### src/rtl/if_stage.sv
`default_nettype none
// ============================================================================
// Module   : if_stage
// Purpose  : LoongArch instruction-fetch stage. Generates nextpc, drives the
//            synchronous instruction SRAM and hands {inst, pc} to decode.
// Options  : IF_INST_BUF_EN - adds a one-entry buffer that holds rdata while
//            the stage is stalled (for SRAMs that do not hold rdata).
// Revision : 1.0 - initial release
// ============================================================================
module if_stage #(
    parameter logic [31:0] RESET_PC = 32'h1c000000,
    parameter logic [31:0] PC_STEP  = 32'd4
) (
    input  logic        clk,
    input  logic        resetn,
    input  logic        ds_allowin,
    input  logic [33:0] br_bus,
    output logic        fs_to_ds_valid,
    output logic [63:0] fs_to_ds_bus,
    output logic        inst_sram_en,
    output logic [3:0]  inst_sram_we,
    output logic [31:0] inst_sram_addr,
    output logic [31:0] inst_sram_wdata,
    input  logic [31:0] inst_sram_rdata
);

    // fs_pc starts one step before RESET_PC so the first sequential nextpc is RESET_PC.
    localparam logic [31:0] c_PC_INIT = RESET_PC - PC_STEP;

    logic        r_rst_done;
    logic        r_fs_valid;
    logic [31:0] r_fs_pc;

    logic        w_br_stall;
    logic        w_br_taken;
    logic [31:0] w_br_target;
    logic        w_redirect;
    logic [31:0] w_nextpc;
    logic        w_to_fs_valid;
    logic        w_fs_ready_go;
    logic        w_fs_allowin;
    logic        w_fetch;
    logic [31:0] w_fs_inst;

    assign w_br_stall  = br_bus[33];
    assign w_br_taken  = br_bus[32];
    assign w_br_target = br_bus[31:0];

    // A stall overrides a simultaneous taken branch: neither fetch nor cancel.
    assign w_redirect    = w_br_taken & ~w_br_stall;
    assign w_nextpc      = w_redirect ? w_br_target : (r_fs_pc + PC_STEP);
    assign w_to_fs_valid = r_rst_done;
    assign w_fs_ready_go = 1'b1;
    assign w_fs_allowin  = ~r_fs_valid | ds_allowin | w_redirect;
    assign w_fetch       = w_to_fs_valid & w_fs_allowin & ~w_br_stall;

    always_ff @(posedge clk or negedge resetn) begin
        if (!resetn) begin
            r_rst_done <= 1'b0;
        end else begin
            r_rst_done <= 1'b1;
        end
    end

    always_ff @(posedge clk or negedge resetn) begin
        if (!resetn) begin
            r_fs_valid <= 1'b0;
            r_fs_pc    <= c_PC_INIT;
        end else if (w_fetch) begin
            r_fs_valid <= 1'b1;
            r_fs_pc    <= w_nextpc;
        end else if (w_redirect) begin
            r_fs_valid <= 1'b0;
        end
    end

`ifdef IF_INST_BUF_EN
    logic        r_inst_buf_valid;
    logic [31:0] r_inst_buf;
    logic        w_transfer;

    assign w_transfer = fs_to_ds_valid & ds_allowin;

    // Capture rdata on the first edge the instruction stays in IF, before the SRAM drifts.
    always_ff @(posedge clk or negedge resetn) begin
        if (!resetn) begin
            r_inst_buf_valid <= 1'b0;
            r_inst_buf       <= 32'h0;
        end else if (w_fetch | w_redirect) begin
            r_inst_buf_valid <= 1'b0;
        end else if (r_fs_valid & ~r_inst_buf_valid & ~w_transfer) begin
            r_inst_buf_valid <= 1'b1;
            r_inst_buf       <= inst_sram_rdata;
        end
    end

    assign w_fs_inst = r_inst_buf_valid ? r_inst_buf : inst_sram_rdata;
`else
    assign w_fs_inst = inst_sram_rdata;
`endif

    // The IF instruction is wrong-path whenever decode redirects.
    assign fs_to_ds_valid  = r_fs_valid & w_fs_ready_go & ~w_redirect;
    assign fs_to_ds_bus    = {w_fs_inst, r_fs_pc};

    assign inst_sram_en    = w_fetch;
    assign inst_sram_we    = 4'h0;
    assign inst_sram_addr  = w_nextpc;
    assign inst_sram_wdata = 32'h0;

endmodule
`default_nettype wire

### config.mk
export PLATFORM = sky130hd
export DESIGN_NAME = if_stage
export DESIGN_NICKNAME = d
export VERILOG_FILES = /design/src/rtl/if_stage.sv
export SDC_FILE = /design/constraint.sdc
export NUM_CORES = 1
export LEC_CHECK = 0
export ABC_CLOCK_PERIOD_IN_PS = 3200
export BUFFER_PORTS_ARGS = -buffer_cell sky130_fd_sc_hd__buf_2
export CAP_MARGIN = 20
export CORE_MARGIN = 1
export CORE_UTILIZATION = 35
export CTS_CLUSTER_SIZE = 25
export DETAILED_ROUTE_END_ITERATION = 7
export PLACE_DENSITY = 0.71
export SLEW_MARGIN = 10
export SYNTH_ARGS = -nofsm -noshare
export SYNTH_HDL_FRONTEND = slang
export SYNTH_SLANG_ARGS = --single-unit
### constraint.sdc
create_clock -name clk -period 3.2 [get_ports clk]
set_input_delay 0.32 -clock clk [delete_from_list [all_inputs] [get_ports clk]]
set_output_delay 0.32 -clock clk [all_outputs]
set_load 0.1 [all_outputs]
==> impl_metrics.tcl <==
set metrics [dict create \
    drtIter0Drc 242 \
    fp.dieH_um 100.5 \
    finalWorstPathRequiredPeriod_ps 3086 \
    dpl-instance-area_mm2 0.003986 \
    utilization 0.4389 \
    vias_per_cell 5.550 \
    grt_antenna_before_repair 0 \
    finalSetupViolCount 0 \
    top_level_ports 203 \
    netlist-cell-type-count 53 \
    wire_length_of_the_first_global_routing_pass_um 16010 \
    drv.max_cap_violation_count 0 \
    rsz0062_at_grt "no" \
    totalWireLength_um 10380 \
    timing.final.max_slew_violations 0 \
    core_area_mm2 0.009328 \
    path_max_fanout 8 \
    worst_clock_skew_ps 9.296 \
    num_rows 35 \
    fillerInstances 961 \
    synth_ff_type "sky130_fd_sc_hd__dfstp_2" \
    maxClockFrequency_mhz 324.0 \
    syn-instance-count 449 \
    finalHoldViolations 0 \
    final_critical_path_setup_slack_ps 113.9 \
    post-place-ws_ps 304.7 \
    power.static_leakage_nw 1.658 \
    place.detailed.instances 625 \
    report.power.total_mw 3.221 \
    period_share 0.9644 \
    route.vias.total 3524 \
    io_buffer_count 102 \
    antenna_cells_inserted 0 \
    path_class "reg -> out" \
    final_cell_area_mm2 0.004094 \
    req_time_crit_path_ps 2880 \
    clock_sinks 34 \
    postSynthRegisterBits 34 \
    hold-worst-slack_ps 119.8 \
    wire_per_inst_um 16.35 \
    timing.reg2reg.worst_path_depth 5 \
    tritoncts "built" \
    grt-ovfl-total 0 \
    grtUsageTotal 0.1993 \
    cts_htree_levels 2 \
    ir_worst_vdd_v 0.0009638 \
    die_x_um 100.5 \
    drtAntennaViolNets 0 \
    total_die_area_mm2 0.01010 \
    run_status "completed" \
    worstMarginPinSlew_ps 827.0 \
    detail_route.first_pass.iterations 5 \
    root_buffer "sky130_fd_sc_hd__clkbuf_8" \
    fin_cells 635 \
    clock_insertion_delay_at_the_later_pin_of_the_skew_report_ps 300 \
    worstPathArrival_ps 2770 \
    timing.critical_path.slowest_stage_cell "sky130_fd_sc_hd__dfstp_4" \
    synth.cell_area_mm2 0.003395 \
    via_count_of_the_first_global_routing_pass 3167 \
    gp_routability_congestion 0.8454 \
    place.detailed.hpwl_um 7350 \
    floorplan.initialDensity 0.3639 \
    timing.setup.tns_ps 0 \
    drt_drc_violations_left 0 \
    grt_max_degree 69 \
    async_reset_ff_frac 1.000 \
    finalNetCount 575 \
    layout-area-overhead-vs-synth_pct 20.60 \
    start_kind "register" \
    path_clk_slew_ps 80 \
    synth_sequential_area_ratio 0.2602 \
    relSlewSlack 0.4487 \
    synth_edf_count 0 \
    crit_chain "nand4_1, buf_4, or4_4, or4_1, a31oi_4, buf_12" \
    hp-class "in -> async" \
    cts-root-to-sink-buffers 2 \
    end_kind "output pin" \
    cts_inserted_buffers 5 \
    yosys_warns 0 \
    cpPeakStageDelay_ps 650 \
    power_density_mw_per_mm2 786.9 \
    post_route_cells_drive_above_1_share 0.3538 \
    syn_avg_cell_area_um2 7.560 \
]
==> metal layers <==
metal	vias up	wire, µm	global-route usage
li1	1642	-	-
met1	1681	4441	0.2591
met2	176	5012	0.3309
met3	25	778	0.04369
met4	0	148	0.06020
met5	-	0	0
==> worst max-delay path: cells and delay by family (launching register included) <==
kind | cells | cell delay (ps)
buffers and inverters | 2 | 370
AND/OR/NAND/NOR | 3 | 1220
flip-flops | 1 | 650
AO/OA/AOI/OAI | 1 | 240
==> report_power, final <==
part / internal, mW / leakage, nW / switching, mW
sequential: 0.588 / 0.375 / 0.137
clock: 0.150 / 0.0426 / 0.179
combinational: 0.387 / 1.24 / 1.78
total: 1.13 / 1.66 / 2.10
==> cell usage in the layout (no fill, tap or decap), types with 4 or more instances in the layout <==
master / count
sky130_fd_sc_hd__clkbuf_8: 5
sky130_fd_sc_hd__a2bb2oi_1: 4
sky130_fd_sc_hd__buf_4: 10
sky130_fd_sc_hd__buf_12: 13
sky130_fd_sc_hd__o21ai_0: 14
sky130_fd_sc_hd__nand2b_1: 5
sky130_fd_sc_hd__dfstp_2: 18
sky130_fd_sc_hd__buf_2: 90
sky130_fd_sc_hd__conb_1: 37
sky130_fd_sc_hd__dfstp_4: 8
sky130_fd_sc_hd__mux2_2: 9
sky130_fd_sc_hd__xnor2_1: 6
sky130_fd_sc_hd__and4_1: 7
sky130_fd_sc_hd__nand3_1: 33
sky130_fd_sc_hd__or3_1: 4
sky130_fd_sc_hd__a31oi_1: 4
sky130_fd_sc_hd__or4_1: 8
sky130_fd_sc_hd__dfrtp_1: 8
sky130_fd_sc_hd__and3_1: 6
sky130_fd_sc_hd__nor4_1: 10
sky130_fd_sc_hd__nand2_1: 52
sky130_fd_sc_hd__a21oi_1: 7
sky130_fd_sc_hd__o22ai_1: 4
sky130_fd_sc_hd__nor2_1: 31
sky130_fd_sc_hd__nor3_1: 10
sky130_fd_sc_hd__nand4_1: 21
sky130_fd_sc_hd__o211ai_1: 9
sky130_fd_sc_hd__and2_1: 4
==> final timing paths <==
kind                            startpoint  slack (ps)                  to
worst max-delay path            r_fs_pc[5]         110  inst_sram_addr[25]
worst max register to register  r_fs_pc[5]         770         r_fs_pc[24]
worst min-delay path                resetn         120         r_fs_pc[30]
max in group asynchronous           resetn        2560          r_fs_pc[1]
min in group clk                br_bus[15]         290         r_fs_pc[15]
worst min register to register  r_fs_pc[3]         490          r_fs_pc[3]
==> final cells by class <==
type | count | area, µm² | share of cell area
clock inverters | 2 | 8.758 | 0.002139
flip-flops and latches | 34 | 913.4 | 0.2231
well taps | 129 | 161.4 | 0.03943
inverters | 4 | 15.01 | 0.003667
clock buffers | 6 | 72.57 | 0.01773
repair buffers | 113 | 785.8 | 0.1919
multi-input cells | 347 | 2137 | 0.5220
==> registers in the layout, indices dropped and copies added (netlist names) <==
name,cells
r_fs_valid,1
r_fs_pc,32
r_rst_done,1
==> synthesized netlist by cell type, types with 2 or more instances <==
cell | count | area share
sky130_fd_sc_hd__buf_4 | 68 | 0.15
sky130_fd_sc_hd__nand2_1 | 52 | 0.058
sky130_fd_sc_hd__nand3_1 | 33 | 0.049
sky130_fd_sc_hd__nor2_1 | 31 | 0.034
sky130_fd_sc_hd__dfstp_2 | 26 | 0.20
sky130_fd_sc_hd__clkbuf_1 | 23 | 0.025
sky130_fd_sc_hd__nand4_1 | 21 | 0.039
sky130_fd_sc_hd__o21ai_0 | 17 | 0.025
sky130_fd_sc_hd__nor3_1 | 14 | 0.021
sky130_fd_sc_hd__a21oi_1 | 13 | 0.019
sky130_fd_sc_hd__nor4_1 | 11 | 0.020
sky130_fd_sc_hd__mux2_2 | 9 | 0.030
sky130_fd_sc_hd__o211ai_1 | 9 | 0.020
sky130_fd_sc_hd__or4_1 | 9 | 0.020
sky130_fd_sc_hd__dfrtp_1 | 8 | 0.059
sky130_fd_sc_hd__a31oi_1 | 7 | 0.013
sky130_fd_sc_hd__and4_1 | 7 | 0.018
sky130_fd_sc_hd__and3_1 | 6 | 0.011
sky130_fd_sc_hd__nand2b_1 | 6 | 0.011
sky130_fd_sc_hd__xnor2_1 | 6 | 0.015
sky130_fd_sc_hd__buf_1 | 5 | 0.0055
sky130_fd_sc_hd__a2bb2oi_1 | 4 | 0.010
sky130_fd_sc_hd__and2_1 | 4 | 0.0074
sky130_fd_sc_hd__o22ai_1 | 4 | 0.0074
sky130_fd_sc_hd__or3_1 | 4 | 0.0074
sky130_fd_sc_hd__a211oi_1 | 3 | 0.0066
sky130_fd_sc_hd__a221o_1 | 3 | 0.0088
sky130_fd_sc_hd__buf_2 | 3 | 0.0044
sky130_fd_sc_hd__inv_1 | 3 | 0.0033
sky130_fd_sc_hd__nand3b_1 | 3 | 0.0066
sky130_fd_sc_hd__nor3b_1 | 3 | 0.0066
sky130_fd_sc_hd__o21a_1 | 3 | 0.0066
sky130_fd_sc_hd__o31a_1 | 3 | 0.0077
sky130_fd_sc_hd__xor2_1 | 3 | 0.0077
sky130_fd_sc_hd__conb_1 | 2 | 0.0022
sky130_fd_sc_hd__mux2i_1 | 2 | 0.0059
sky130_fd_sc_hd__nand4b_1 | 2 | 0.0052
sky130_fd_sc_hd__nor2b_1 | 2 | 0.0037
sky130_fd_sc_hd__o22a_1 | 2 | 0.0052
sky130_fd_sc_hd__o31ai_1 | 2 | 0.0044
==> cells by family (layout without fill, tap and decap cells) <==
| kind of cell | after synthesis | count (layout) | synth area share |
|---|---|---|---|
| AND/OR/NAND/NOR | 214 | 215 | 0.3354 |
| adder cells (fa/ha/maj) | 1 | 1 | 0.003685 |
| other | 2 | 37 | 0.002212 |
| multiplexers | 11 | 11 | 0.03575 |
| AO/OA/AOI/OAI | 74 | 74 | 0.1460 |
| flip-flops | 34 | 34 | 0.2602 |
| buffers and inverters | 104 | 125 | 0.1935 |
| XOR/XNOR | 9 | 9 | 0.02322 |
==> timing repair <==
item / CTS / global route
setup endpoints to repair: 1 / 5
cloned: 0 / 1
setup buffers: 0 / 1
pin swaps: 0 / 2
hold buffers: 0 / 0
gates resized for setup: 1 / 1
Note: power is estimated with default switching activity, not from simulation.
